File: src/rtl/uart_pkg.sv
// Shared UART definitions: frame width, receiver state encoding and timing helpers.
package uart_pkg;

    localparam int unsigned UART_DATA_BITS = 8;
    localparam int unsigned UART_IDX_W     = $clog2(UART_DATA_BITS);

    typedef logic [2:0] rx_state_t;

    localparam rx_state_t RX_IDLE    = 3'd0;
    localparam rx_state_t RX_START   = 3'd1;
    localparam rx_state_t RX_DATA    = 3'd2;
    localparam rx_state_t RX_STOP    = 3'd3;
    localparam rx_state_t RX_CLEANUP = 3'd4;

    // Offset from start-bit detection to the start-bit midpoint sample.
    function automatic int unsigned half_bit(input int unsigned clks_per_bit);
        return (clks_per_bit - 1) / 2;
    endfunction

endpackage

File: src/rtl/uart_rx_sync.sv
// Two-flop synchronizer for an asynchronous single-bit input, with configurable reset value.
module uart_rx_sync #(
    parameter logic RESET_VAL = 1'b1
) (
    input  logic i_Clock,
    input  logic i_Reset,
    input  logic i_Async,
    output logic o_Sync
);

    logic r_meta;
    logic r_sync;

    always_ff @(posedge i_Clock) begin
        if (i_Reset) begin
            r_meta <= RESET_VAL;
            r_sync <= RESET_VAL;
        end else begin
            r_meta <= i_Async;
            r_sync <= r_meta;
        end
    end

    assign o_Sync = r_sync;

endmodule

File: src/rtl/uart_rx.sv
// 8N1 UART receiver: midpoint-sampled bits, one-cycle valid strobe and framing-error pulse.
module uart_rx
    import uart_pkg::*;
#(
    parameter int unsigned CLKS_PER_BIT = 5208
) (
    input  logic                      i_Clock,
    input  logic                      i_Reset,
    input  logic                      i_Rx_Serial,
    output logic                      o_Rx_DV,
    output logic [UART_DATA_BITS-1:0] o_Rx_Byte,
    output logic                      o_Rx_Active,
    output logic                      o_Frame_Err
);

    localparam int unsigned CNT_W  = $clog2(CLKS_PER_BIT);
    localparam int unsigned HALF_I = half_bit(CLKS_PER_BIT);
    localparam logic [CNT_W-1:0] CNT_HALF = CNT_W'(HALF_I);
    localparam logic [CNT_W-1:0] CNT_LAST = CNT_W'(CLKS_PER_BIT - 1);
    localparam logic [UART_IDX_W-1:0] IDX_LAST = UART_IDX_W'(UART_DATA_BITS - 1);

    logic w_rx_s;

    rx_state_t                 r_state,   w_state;
    logic [CNT_W-1:0]          r_clk_cnt, w_clk_cnt;
    logic [UART_IDX_W-1:0]     r_bit_idx, w_bit_idx;
    logic [UART_DATA_BITS-1:0] r_shift,   w_shift;
    logic [UART_DATA_BITS-1:0] r_byte,    w_byte;
    logic                      r_dv,      w_dv;
    logic                      r_fe,      w_fe;

    uart_rx_sync #(
        .RESET_VAL (1'b1)
    ) u_sync (
        .i_Clock (i_Clock),
        .i_Reset (i_Reset),
        .i_Async (i_Rx_Serial),
        .o_Sync  (w_rx_s)
    );

    always_comb begin
        w_state   = r_state;
        w_clk_cnt = r_clk_cnt;
        w_bit_idx = r_bit_idx;
        w_shift   = r_shift;
        w_byte    = r_byte;
        w_dv      = 1'b0;
        w_fe      = 1'b0;

        case (r_state)
            RX_IDLE: begin
                w_clk_cnt = '0;
                if (!w_rx_s) begin
                    w_state = RX_START;
                end
            end

            RX_START: begin
                if (r_clk_cnt == CNT_HALF) begin
                    w_clk_cnt = '0;
                    // A start bit that is gone by its midpoint was a glitch.
                    if (!w_rx_s) begin
                        w_state   = RX_DATA;
                        w_bit_idx = '0;
                    end else begin
                        w_state = RX_IDLE;
                    end
                end else begin
                    w_clk_cnt = r_clk_cnt + CNT_W'(1);
                end
            end

            RX_DATA: begin
                if (r_clk_cnt == CNT_LAST) begin
                    w_clk_cnt          = '0;
                    w_shift[r_bit_idx] = w_rx_s;
                    w_bit_idx          = r_bit_idx + UART_IDX_W'(1);
                    if (r_bit_idx == IDX_LAST) begin
                        w_state = RX_STOP;
                    end
                end else begin
                    w_clk_cnt = r_clk_cnt + CNT_W'(1);
                end
            end

            RX_STOP: begin
                if (r_clk_cnt == CNT_LAST) begin
                    w_clk_cnt = '0;
                    w_state   = RX_CLEANUP;
                    if (w_rx_s) begin
                        w_dv   = 1'b1;
                        w_byte = r_shift;
                    end else begin
                        w_fe = 1'b1;
                    end
                end else begin
                    w_clk_cnt = r_clk_cnt + CNT_W'(1);
                end
            end

            RX_CLEANUP: begin
                // Wait out a break or stuck-low line before hunting for a new start bit.
                if (w_rx_s) begin
                    w_state = RX_IDLE;
                end
            end

            default: begin
                w_state = RX_IDLE;
            end
        endcase
    end

    always_ff @(posedge i_Clock) begin
        if (i_Reset) begin
            r_state   <= RX_IDLE;
            r_clk_cnt <= '0;
            r_bit_idx <= '0;
            r_shift   <= '0;
            r_byte    <= '0;
            r_dv      <= 1'b0;
            r_fe      <= 1'b0;
        end else begin
            r_state   <= w_state;
            r_clk_cnt <= w_clk_cnt;
            r_bit_idx <= w_bit_idx;
            r_shift   <= w_shift;
            r_byte    <= w_byte;
            r_dv      <= w_dv;
            r_fe      <= w_fe;
        end
    end

    assign o_Rx_DV     = r_dv;
    assign o_Rx_Byte   = r_byte;
    assign o_Rx_Active = (r_state != RX_IDLE);
    assign o_Frame_Err = r_fe;

endmodule
File: config.mk
export PLATFORM = sky130hd
export DESIGN_NAME = uart_rx
export DESIGN_NICKNAME = d
export VERILOG_FILES = /design/src/rtl/uart_pkg.sv /design/src/rtl/uart_rx_sync.sv /design/src/rtl/uart_rx.sv
export SDC_FILE = /design/constraint.sdc
export NUM_CORES = 1
export LEC_CHECK = 0
export CAP_MARGIN = 20
export CORE_MARGIN = 2
export CORE_UTILIZATION = 47
export DETAILED_ROUTE_END_ITERATION = 8
export PLACE_DENSITY = 0.76
export SYNTH_ARGS = -nofsm -noshare
export SYNTH_HDL_FRONTEND = slang
export SYNTH_HIERARCHICAL = 1
export SYNTH_SLANG_ARGS = --single-unit
File: constraint.sdc
create_clock -name i_Clock -period 4.22 [get_ports i_Clock]
set_clock_uncertainty 0.2 [all_clocks]
set_input_delay 0.844 -clock i_Clock [delete_from_list [all_inputs] [get_ports i_Clock]]
set_output_delay 0.844 -clock i_Clock [all_outputs]
set_load 0.01 [all_outputs]
# After elaboration in Yosys (flattened, before gate mapping)

Index checks and enable logic that the tools add are counted.
Widths: inputs -> output; s select.

Flip-flop bits (word level): 39
Word-level logic and storage cells: 60

$add $sub $neg: 2
Magnitude comparators: 2
Equality and inequality tests: 14
Mux-type cells: 20
Bitwise operators: 2
Reduce and logical (&&, ||, !) cells: 11

Operator list:

| operator              | count |
|---|---|
| $pmux 13 s3           | 1 |
| $mux 3                | 9 |
| $mux 13               | 2 |
| $pmux 3 s5            | 1 |
| $add 13x1->13 const B | 1 |
| $eq 13x12->1 const B  | 1 |
| $eq 13x13->1 const B  | 1 |
| $ne 2x2->1 const B    | 6 |
| $bwmux 8              | 1 |
| $eq 3x2->1 const B    | 2 |
| $eq 3x3->1 const B    | 2 |
| $pmux 3 s2            | 1 |
| $reduce_and 6->1      | 1 |
| $reduce_bool 3->1     | 2 |
| $lt 3x4->1 const B    | 1 |
| $reduce_and 4->1      | 1 |
| $add 3x1->3 const B   | 1 |
| $demux 1 s3           | 1 |
| $eq 3x1->1 const B    | 1 |
| $ge 3x1->1 const B    | 1 |
| $logic_not 3->1       | 1 |
| $mux 1                | 3 |
| $reduce_and 3->1      | 1 |
| $reduce_or 3->1       | 1 |
| 7 further kinds       | 8 |

# Depth between registers and ports, before layout

Gate-level depths: netlist of run 1.

Depth after elaboration: 5
Gate-level depth with buffers: 7
Gate-level depth less buffers: 6

# Modules after synthesis

Netlist of run 1, hierarchy kept.

By module, submodules not included:

| module       | times used | cells each | area each (um^2) |
|---|---|---|---|
| uart_rx      | 1          | 199        | 1754.2 |
| uart_rx_sync | 1          | 4          | 52.6 |

# Worst setup path after synthesis of run 1

No wires, ideal clock.

Path type: flip-flop to flip-flop
Start: reg r_clk_cnt[0]
End: reg r_state[0]
Arrival: 2.082 ns
Data required time: 3.934 ns
Setup slack: 1.852 ns
Cell stages (with the launch flop): 7
Buffers on the path: 0
Path through: dfxtp_1 -> ha_1 -> or3b_4 -> nor4_4 -> nor2_1 -> or4_1 -> a211oi_1

Longest elaborated chain between the ends: 3

Ends and longest elaborated chain:

| item                                                | RTL line                                    | text |
|---|---|---|
| start: declaration                                  | uart_rx.sv:25                               | `logic [CNT_W-1:0] r_clk_cnt, w_clk_cnt;` |
| start signal: assignment                            | uart_rx.sv:125                              | `r_clk_cnt <= w_clk_cnt;` |
| $eq 13x13->1 / $eq 13x12->1 (equally long branches) | uart_rx.sv:74, uart_rx.sv:87, uart_rx.sv:59 |  |
| $ne 2x2->1 (no source line)                         | -                                           |  |
| $reduce_and 6->1 (no source line) *                 | -                                           |  |
| end signal: assignment                              | uart_rx.sv:124                              | `r_state <= w_state;` |
| end: declaration                                    | uart_rx.sv:24                               | `rx_state_t r_state, w_state;` |

Every way passes the cells marked *; elsewhere a longest branch is shown, timed or not.
A chain may end at the register's enable or synchronous reset.

# Worst setup path in the final report of run 1

Start: reg r_state[2]
End: out o_Rx_Active

Longest elaborated chain between the ends: 1

Ends and longest elaborated chain:

| item              | RTL line       | text |
|---|---|---|
| $reduce_bool 3->1 | uart_rx.sv:136 | `assign o_Rx_Active = (r_state != RX_IDLE);` |
| end: declaration  | uart_rx.sv:12  | `output logic o_Rx_Active,` |

Every way passes these cells.

==> flow_summary.yaml, run 1 <==
outcome:
  outcome: "completed"
yosys:
  synth-async-reset-ratio: 0
  synth_xor_area_frac: 0.0291
  ys_seq_elements: 39
  synth_ff_type: "dfxtp_1"
  syn_nets: 210
  synth_top_family_by_area: "simple AND/OR/NAND/NOR gates"
  synthMuxAreaShare: 0.0720
  avgSynthCellArea_sq_um: 8.90
  yosys.area.top_type: "dfxtp_1"
  synthAdderAreaFrac: 0.0277
  yosys.area_share.simple: 0.314
  netlist.area_leader.share: 0.432
  synth.area.top_cells: "dfxtp_1, mux2i_1, nand2_1, nor2_1, nand3_1"
  synth-compound-area-share: 0.0983
  synth_warnings: 6
  syn_inst: 203
  ys_types: 43
  synth_edf_count: 0
  synthesis.area_sq_um: 1810
  ys_seq_area_frac: 0.432
hold_path:
  min_from: "u_sync/r_meta"
  worstHoldPathType: "reg2reg"
  holdPathStages: 1
timing:
  fin_crit_sh: 0.703
  fmax_mhz: 337
  drv_slew: 0
  layout_min_cycle_time_ns: 2.97
  fin_setup_tns_ns: 0
  worst_pin_slew_ns: 0.872
  hold_viol_final: 0
  max_slew_margin: 0.418
  rsz0062_at_grt: "no"
  finalSetupViolCount: 0
placement:
  io_buffers: 13
  gp_congestion: 0.790
  hpwl_um: 2200
critical_path:
  crit_type: "reg2out"
  cp_max_fo: 29
  cp-end-kind: "output port"
  r2r-end: "o_Rx_Byte[6]"
  r2r_cells: 6
  rrSetupSlack_ns: 1.47
  crit_path_end: "o_Rx_Active"
  r2r-start: "r_clk_cnt[0]"
  critPathLaunchType: "register"
  arrival_ns: 1.92
  critPathRequiredTime_ns: 3.18
  cp-startpoint: "r_state[2]"
detailed_routing:
  drt-vias-per-instance: 5.48
  drt-total-wl_um: 3260
  first_iter_violations: 75
  drc: 0
  drtAntennaViolNets: 0
  vias: 1440
  drt_pre_antenna_iters: 4
  wl_per_cell_um: 12.4
grt:
  grt_pass1_vias: 1263
  grt_usage: 0.172
  grt_overflow_total: 0
  antenna_found_initial: 0
  grt_pass1_wl_um: 5640
  grt_max_degree: 30
clocking:
  clk_pin_slew_worst_paths_ns: 0.07
  post_cts_buffers: 0
  cts_root_buffer: "clkbuf_8"
  clkLatencyLatePin_ns: 0.29
  cts_hold_buf: 0
  cts_resized: 0
  h-tree-depth: 2
  clkSinkCount: 39
  numCtsBuffers: 5
  cts_tree: "done"
  clockBufferDepth: 2
floorplanning:
  dieWidth_um: 66
  initial_core_util: 0.490
  row_count: 22
  core_area_sq_um: 3690
  dieArea_sq_um: 4360
  die_h_um: 66
  ios: 14
power:
  leakage_nw: 0.749
  powerDensity_nw_per_um2: 321
  report.power.total_w: 0.000658
  vdd_drop_max_mv: 0.218
cells_and_area:
  finalNetCount: 221
  drive_gt1_frac: 0.0791
  syn_to_final_growth_pct: 13.4
  fill_cells: 348
  n_antenna_cell: 0
run:
  max_cap_viol_count: 0
## layout by cell type (no fill, tap or decap), types with 4 or more instances in the layout
cell	count
clkdlybuf4s50_1	13
xor2_1	5
mux2i_1	13
nor2_1	23
nor3_1	8
nand2_1	23
ha_1	4
dfxtp_1	39
o21ai_0	5
a21oi_1	7
a31oi_1	5
clkbuf_8	5
nand3_1	14
## metal layers
metal  part of all wire  GRT usage  vias to the layer above
li1                   -          -                      755
met1               0.49      0.223                      664
met2               0.46      0.260                       17
met3              0.031     0.0511                        4
met4              0.017     0.0842                        0
met5                  0          0                        -
## cell families (layout without fill, tap and decap cells)
kind of cell	after synthesis	count (layout)
mux	13	13
flops	39	39
fa+ha+maj	4	4
xor+xnor	6	6
simple gates	101	101
buf+inv	12	24
compound gates	28	28
## report_power, final
part           total [W]  switching (W)  internal (W)
registers       0.000379     0.00000740      0.000371
clock network   0.000244       0.000129      0.000115
logic          0.0000353      0.0000193     0.0000160
total           0.000658       0.000155      0.000503
## layout make-up
| class | count | area [sq um] | area share |
|---|---|---|---|
| Tap cell | 48 | 60.1 | 0.0293 |
| Timing Repair Buffer | 14 | 138 | 0.0672 |
| Clock buffer | 6 | 72.6 | 0.0354 |
| Sequential cell | 39 | 781 | 0.381 |
| Inverter | 2 | 7.51 | 0.00367 |
| Clock inverter | 2 | 12.5 | 0.00611 |
| Multi-Input combinational cell | 152 | 977 | 0.477 |
## stage by stage
stage          utilization  setup WS, ns  instances  area (sq um)  hold slack, ns
6_report             0.555          1.25        263          2050           0.206
5_1_grt              0.555          1.13        263          2050           0.217
4_1_cts              0.555          1.23        263          2050           0.210
3_5_place_dp         0.532          1.44        255          1960           0.191
3_3_place_gp         0.532          1.50        255          1960           0.185
2_1_floorplan            -          1.85        203          1810           0.183
## worst max-delay path: stages (launching register included)
cell and delay, ns:
dfxtp_1 0.89, or3_1 0.22, clkdlybuf4s50_1 0.53
## Yosys cell counts, types with 2 or more instances
cell / n
nand2b_1: 3
nand2_1: 23
nor2b_1: 2
nand3b_1: 3
nand4b_1: 2
o31ai_1: 2
nor2_1: 23
clkbuf_1: 7
nor4_4: 2
or2_1: 2
a211oi_1: 2
nand3_1: 14
a31oi_1: 5
o21ai_0: 5
nor3_1: 8
nor3b_1: 3
nand4_1: 2
mux2i_1: 13
a21oi_1: 7
dfxtp_1: 39
or3b_2: 2
ha_1: 4
buf_2: 3
nor4b_1: 2
xor2_1: 5
or4b_2: 3
## sequential cells by signal (all words and copies together), names as in the netlist
name           flops
r_clk_cnt         13
u_sync/r_meta      1
o_Rx_Byte          8
r_shift            8
r_bit_idx          3
r_state            3
o_Rx_DV            1
o_Frame_Err        1
u_sync/o_Sync      1
## how the worst min path moves through the flow
stage                    endpoint  slack (ns)
floorplan           u_sync/o_Sync        0.18
global placement    u_sync/o_Sync        0.18
detailed placement  u_sync/o_Sync        0.19
CTS                 u_sync/o_Sync        0.21
global route        u_sync/o_Sync        0.22
finish              u_sync/o_Sync        0.21
Power figures use the tool's default switching activity.
==> run 2: changes to the inputs <==
==> constraint.sdc (replaced) <==
create_clock -name i_Clock -period 2.75 [get_ports i_Clock]
set_clock_uncertainty 0.2 [all_clocks]
set_input_delay 0.55 -clock i_Clock [delete_from_list [all_inputs] [get_ports i_Clock]]
set_output_delay 0.55 -clock i_Clock [all_outputs]
set_load 0.01 [all_outputs]
==> run 2 against run 1 <==
Power up 69%. Sequential cell count did not move. Sequential share of layout area decreased by 1.2 points. Utilization grew 1.8 points. Clock power rose by 94%. Routed wire length rose by 2.1%. Worst setup slack worse by 1.1 ns. Critical endpoint is now r_clk_cnt[11]. Largest cell class unchanged. Highest routed layer unchanged.
==> flow_summary.yaml, run 2 (synthesized netlist as in run 1, its figures left out) <==
outcome:
  outcome: "completed"
floorplanning:
  row_count: 22
  core_area_sq_um: 3690
  die_h_um: 66
  dieArea_sq_um: 4360
  ios: 14
  dieWidth_um: 66
  initial_core_util: 0.490
critical_path:
  arrival_ns: 2.61
  crit_path_top_delay_cell: "or4b_2"
  cp-end-kind: "register"
  critical_path.top_delay_family: "simple AND/OR/NAND/NOR gates"
  worstPathBufferInverterCount: 0
  crit_type: "reg2reg"
  rrSetupSlack_ns: 0.17
  critical_path.max_stage_delay_ns: 0.64
  cp_max_fo: 12
  cp-startpoint: "r_clk_cnt[0]"
  crit_path_end: "r_clk_cnt[11]"
  worstPathCellList: "ha_1 > or3b_4 > nor4_4 > o22ai_1 > or4b_2 > a31oi_1"
  r2r_cells: 6
  critPathRequiredTime_ns: 2.78
  r2r-start: "r_clk_cnt[0]"
  crit_cells: 6
  r2r-end: "r_clk_cnt[11]"
  critPathLaunchType: "register"
clocking:
  cts_resized: 0
  clockBufferDepth: 2
  h-tree-depth: 2
  clkSinkCount: 39
  numCtsBuffers: 5
  clkLatencyLatePin_ns: 0.29
  cts_root_buffer: "clkbuf_8"
  cts_tree: "done"
  clk_pin_slew_worst_paths_ns: 0.08
  cts_hold_buf: 0
timing:
  finalSetupViolCount: 0
  fin_setup_tns_ns: 0
  rsz0062_at_grt: "no"
  drv_slew: 0
  fmax_mhz: 387
  fin_crit_sh: 0.940
  layout_min_cycle_time_ns: 2.58
  max_slew_margin: 0.505
  worst_pin_slew_ns: 0.743
  hold_viol_final: 0
detailed_routing:
  drtAntennaViolNets: 0
  vias: 1459
  drt-vias-per-instance: 5.44
  first_iter_violations: 42
  drt-total-wl_um: 3330
  drt_pre_antenna_iters: 4
  drc: 0
  wl_per_cell_um: 12.4
placement:
  hpwl_um: 2300
  io_buffers: 13
  gp_congestion: 0.861
  dp.cells: 260
  placed_area_sq_um: 2000
cells_and_area:
  finalNetCount: 226
  layout_common_cells: "dfxtp_1, nand2_1, nor2_1, nand3_1"
  largest_reg_flops: 13
  design_area_sq_um: 2110
  finalNonFillerCells: 268
  drive_gt1_frac: 0.105
  regMostFlops: "r_clk_cnt"
  syn_to_final_growth_pct: 17.0
  n_antenna_cell: 0
  layout_commonest_cell: "dfxtp_1"
  fin_util: 0.573
grt:
  grt_pass1_wl_um: 5860
  grt_pass1_vias: 1292
  grt_usage: 0.174
  grt_overflow_total: 0
  antenna_found_initial: 0
  grt_max_degree: 29
power:
  report.power.total_w: 0.00112
  powerDensity_nw_per_um2: 528
  leakage_nw: 0.791
  vdd_drop_max_mv: 0.309
hold_path:
  worstHoldPathType: "reg2reg"
run:
  max_cap_viol_count: 0
[run 2: cell types whose count changed in the layout (fill, tap and decap cells not counted), sizes merged]
cell      delta
buf          +5
clkbuf       -1
bufinv       +1
clkinv       +1
clkinvlp     -1
[run 2: final cells by class]
cell class | instances | area, sq um
inverters | 2 | 7.51
fillers | 346 | 1580
well taps | 48 | 60.1
repair buffers | 19 | 175
clock inverters | 3 | 43.8
flip-flops and latches | 39 | 781
clock buffers | 5 | 68.8
multi-input cells | 152 | 977
[run 2: power by group]
part,switching [W],internal [W]
Sequential,0.00000502,0.000570
Combinational,0.0000370,0.0000297
Clock,0.000204,0.000270
[run 2: worst min path at each step]
stage / start / to / slack, ns / cells past startpoint
detailed placement: u_sync/r_meta / u_sync/o_Sync / 0.19 / 1
floorplan: u_sync/r_meta / u_sync/o_Sync / 0.18 / 1
finish: u_sync/r_meta / u_sync/o_Sync / 0.21 / 1
global placement: u_sync/r_meta / u_sync/o_Sync / 0.19 / 1
CTS: u_sync/r_meta / u_sync/o_Sync / 0.21 / 1
global route: u_sync/r_meta / u_sync/o_Sync / 0.23 / 1
[run 2: routing by layer]
layer	track usage	wire length [um]	vias to the layer above
met5	0	0	-
met4	0.0612	51	0
met3	0.0460	89	6
met2	0.282	1520	16
met1	0.225	1660	681
li1	-	-	756
[run 2: metrics by stage]
stage / hold WS [ns] / setup slack (ns)
5_1_grt: 0.231 / 0.0289
2_1_floorplan: 0.183 / 0.382
4_1_cts: 0.208 / 0.156
6_report: 0.209 / 0.165
3_5_place_dp: 0.190 / 0.171
3_3_place_gp: 0.189 / 0.210
[run 2: what timing repair did]
action,4_1_cts,5_1_grt
setup endpoints to repair,0,5
buffers inserted,0,0
hold endpoints to repair,0,0
==> run 3: changes to the inputs <==
--- a/config.mk
+++ b/config.mk
@@ -8,6 +8,7 @@
 export CAP_MARGIN = 20
 export CORE_MARGIN = 2
 export CORE_UTILIZATION = 47
+export CTS_CLUSTER_SIZE = 30
 export DETAILED_ROUTE_END_ITERATION = 8
 export PLACE_DENSITY = 0.76
 export SYNTH_ARGS = -nofsm -noshare
==> constraint.sdc (replaced) <==
create_clock -name i_Clock -period 3.1 [get_ports i_Clock]
set_clock_uncertainty 0.2 [all_clocks]
set_input_delay 0.62 -clock i_Clock [delete_from_list [all_inputs] [get_ports i_Clock]]
set_output_delay 0.62 -clock i_Clock [all_outputs]
set_load 0.01 [all_outputs]
==> run 3 against run 2 <==
Non-clock buffer count shrank 3. Via count is 1.6% higher. Critical endpoint is now r_clk_cnt[5]. Sequential cell count unchanged. Critical path depth is the same. Power is 18% lower. Critical path type unchanged. Highest routed layer unchanged. Global-route usage up 0.41 points. Die area stayed put. Cell area shrank 2.2%.
==> flow_summary.yaml, run 3 (synthesized netlist as in run 1, its figures left out) <==
critical_path:
  r2r-start: "r_clk_cnt[0]"
  cp_max_fo: 12
  arrival_ns: 2.70
  r2r_cells: 6
  critPathLaunchType: "register"
  rrSetupSlack_ns: 0.37
  cp-end-kind: "register"
  r2r-end: "r_clk_cnt[5]"
  critPathRequiredTime_ns: 3.07
  crit_type: "reg2reg"
timing:
  max_slew_margin: 0.486
  worst_pin_slew_ns: 0.770
  fmax_mhz: 367
  layout_min_cycle_time_ns: 2.73
  hold_viol_final: 0
  drv_slew: 0
  rsz0062_at_grt: "no"
  finalSetupViolCount: 0
  fin_crit_sh: 0.879
  fin_setup_tns_ns: 0
detailed_routing:
  drt-total-wl_um: 3500
  first_iter_violations: 167
  drtAntennaViolNets: 0
  drc: 0
  met3_length_um: 136
  wl_met2_um: 1590
  wl_per_cell_um: 13.2
  top_layer_used: "met4"
  wl_met1_um: 1720
  drt-vias-per-instance: 5.59
  vias: 1482
  drt_pre_antenna_iters: 4
power:
  vdd_drop_max_mv: 0.293
  powerDensity_nw_per_um2: 441
  report.power.total_w: 0.000911
  leakage_nw: 0.758
floorplanning:
  core_area_sq_um: 3690
  dieWidth_um: 66
  die_h_um: 66
  dieArea_sq_um: 4360
  ios: 14
  initial_core_util: 0.490
  row_count: 22
cells_and_area:
  finalNonFillerCells: 265
  largest_reg_flops: 13
  finalNetCount: 223
  drive_gt1_frac: 0.0922
  layout_commonest_cell: "dfxtp_1"
  n_antenna_cell: 0
  layout_common_cells: "dfxtp_1, nand2_1, nor2_1, nand3_1"
  syn_to_final_growth_pct: 14.4
  regMostFlops: "r_clk_cnt"
grt:
  grt_usage: 0.178
  grt_pass1_wl_um: 5920
  grt_max_degree: 29
  antenna_found_initial: 0
  grt_pass1_vias: 1282
  grt_overflow_total: 0
hold_path:
  holdPathEnd: "u_sync/o_Sync"
  min_from: "u_sync/r_meta"
  worstHoldPathType: "reg2reg"
  holdPathStages: 1
run:
  max_cap_viol_count: 0
placement:
  io_buffers: 13
  hpwl_um: 2370
  dp.cells: 257
  gp_congestion: 0.817
clocking:
  cts_resized: 0
  h-tree-depth: 2
  numCtsBuffers: 5
  cts_root_buffer: "clkbuf_8"
  clockBufferDepth: 2
  clkLatencyLatePin_ns: 0.29
  post_cts_buffers: 0
  cts_hold_buf: 0
  cts_tree: "done"
  clk_pin_slew_worst_paths_ns: 0.08
  clkSinkCount: 39
outcome:
  outcome: "completed"
[run 3: through the flow]
| stage | util | area, sq um | worst slack (ns) | hold slack [ns] |
|---|---|---|---|---|
| after detailed placement | 0.536 | 1980 | 0.393 | 0.190 |
| after CTS | 0.560 | 2070 | 0.385 | 0.209 |
| after global placement | 0.536 | 1980 | 0.495 | 0.192 |
| after floorplan | - | 1810 | 0.732 | 0.183 |
| final | 0.560 | 2070 | 0.374 | 0.208 |
| after global routing | 0.560 | 2070 | 0.144 | 0.226 |
[run 3: layout make-up]
cell class	instances	area [sq um]
clock buffers	5	68.8
clock inverters	3	20.0
fillers	347	1620
inverters	2	7.51
multi-input cells	152	977
flip-flops and latches	39	781
well taps	48	60.1
repair buffers	16	153
[run 3: where the power goes]
part | total (W) | switching [W] | internal, W
registers | 0.000516 | 0.0000108 | 0.000505
logic | 0.0000474 | 0.0000255 | 0.0000219
clock network | 0.000348 | 0.000191 | 0.000157
[run 3: layer usage]
metal,GRT usage,up-vias
met1,0.231,691
li1,-,753
met5,0,-
met3,0.0562,5
met2,0.280,33
met4,0.0612,0
[run 3: worst max-delay path by stage]
stage,endpoint,start,slack [ns]
finish,r_clk_cnt[5],r_clk_cnt[0],0.37
detailed placement,r_clk_cnt[5],r_clk_cnt[0],0.39
floorplan,r_state[0],r_clk_cnt[0],0.73
global route,r_clk_cnt[5],r_clk_cnt[0],0.14
CTS,r_clk_cnt[5],r_clk_cnt[0],0.38
global placement,r_clk_cnt[9],r_clk_cnt[0],0.49
[run 3: worst max-delay path: stages (launching register included)]
cell	delay, ns
dfxtp_1	0.44
ha_1	0.20
or3b_4	0.42
nor4_4	0.43
o22ai_1	0.35
o21ai_1	0.45
nor2_1	0.11
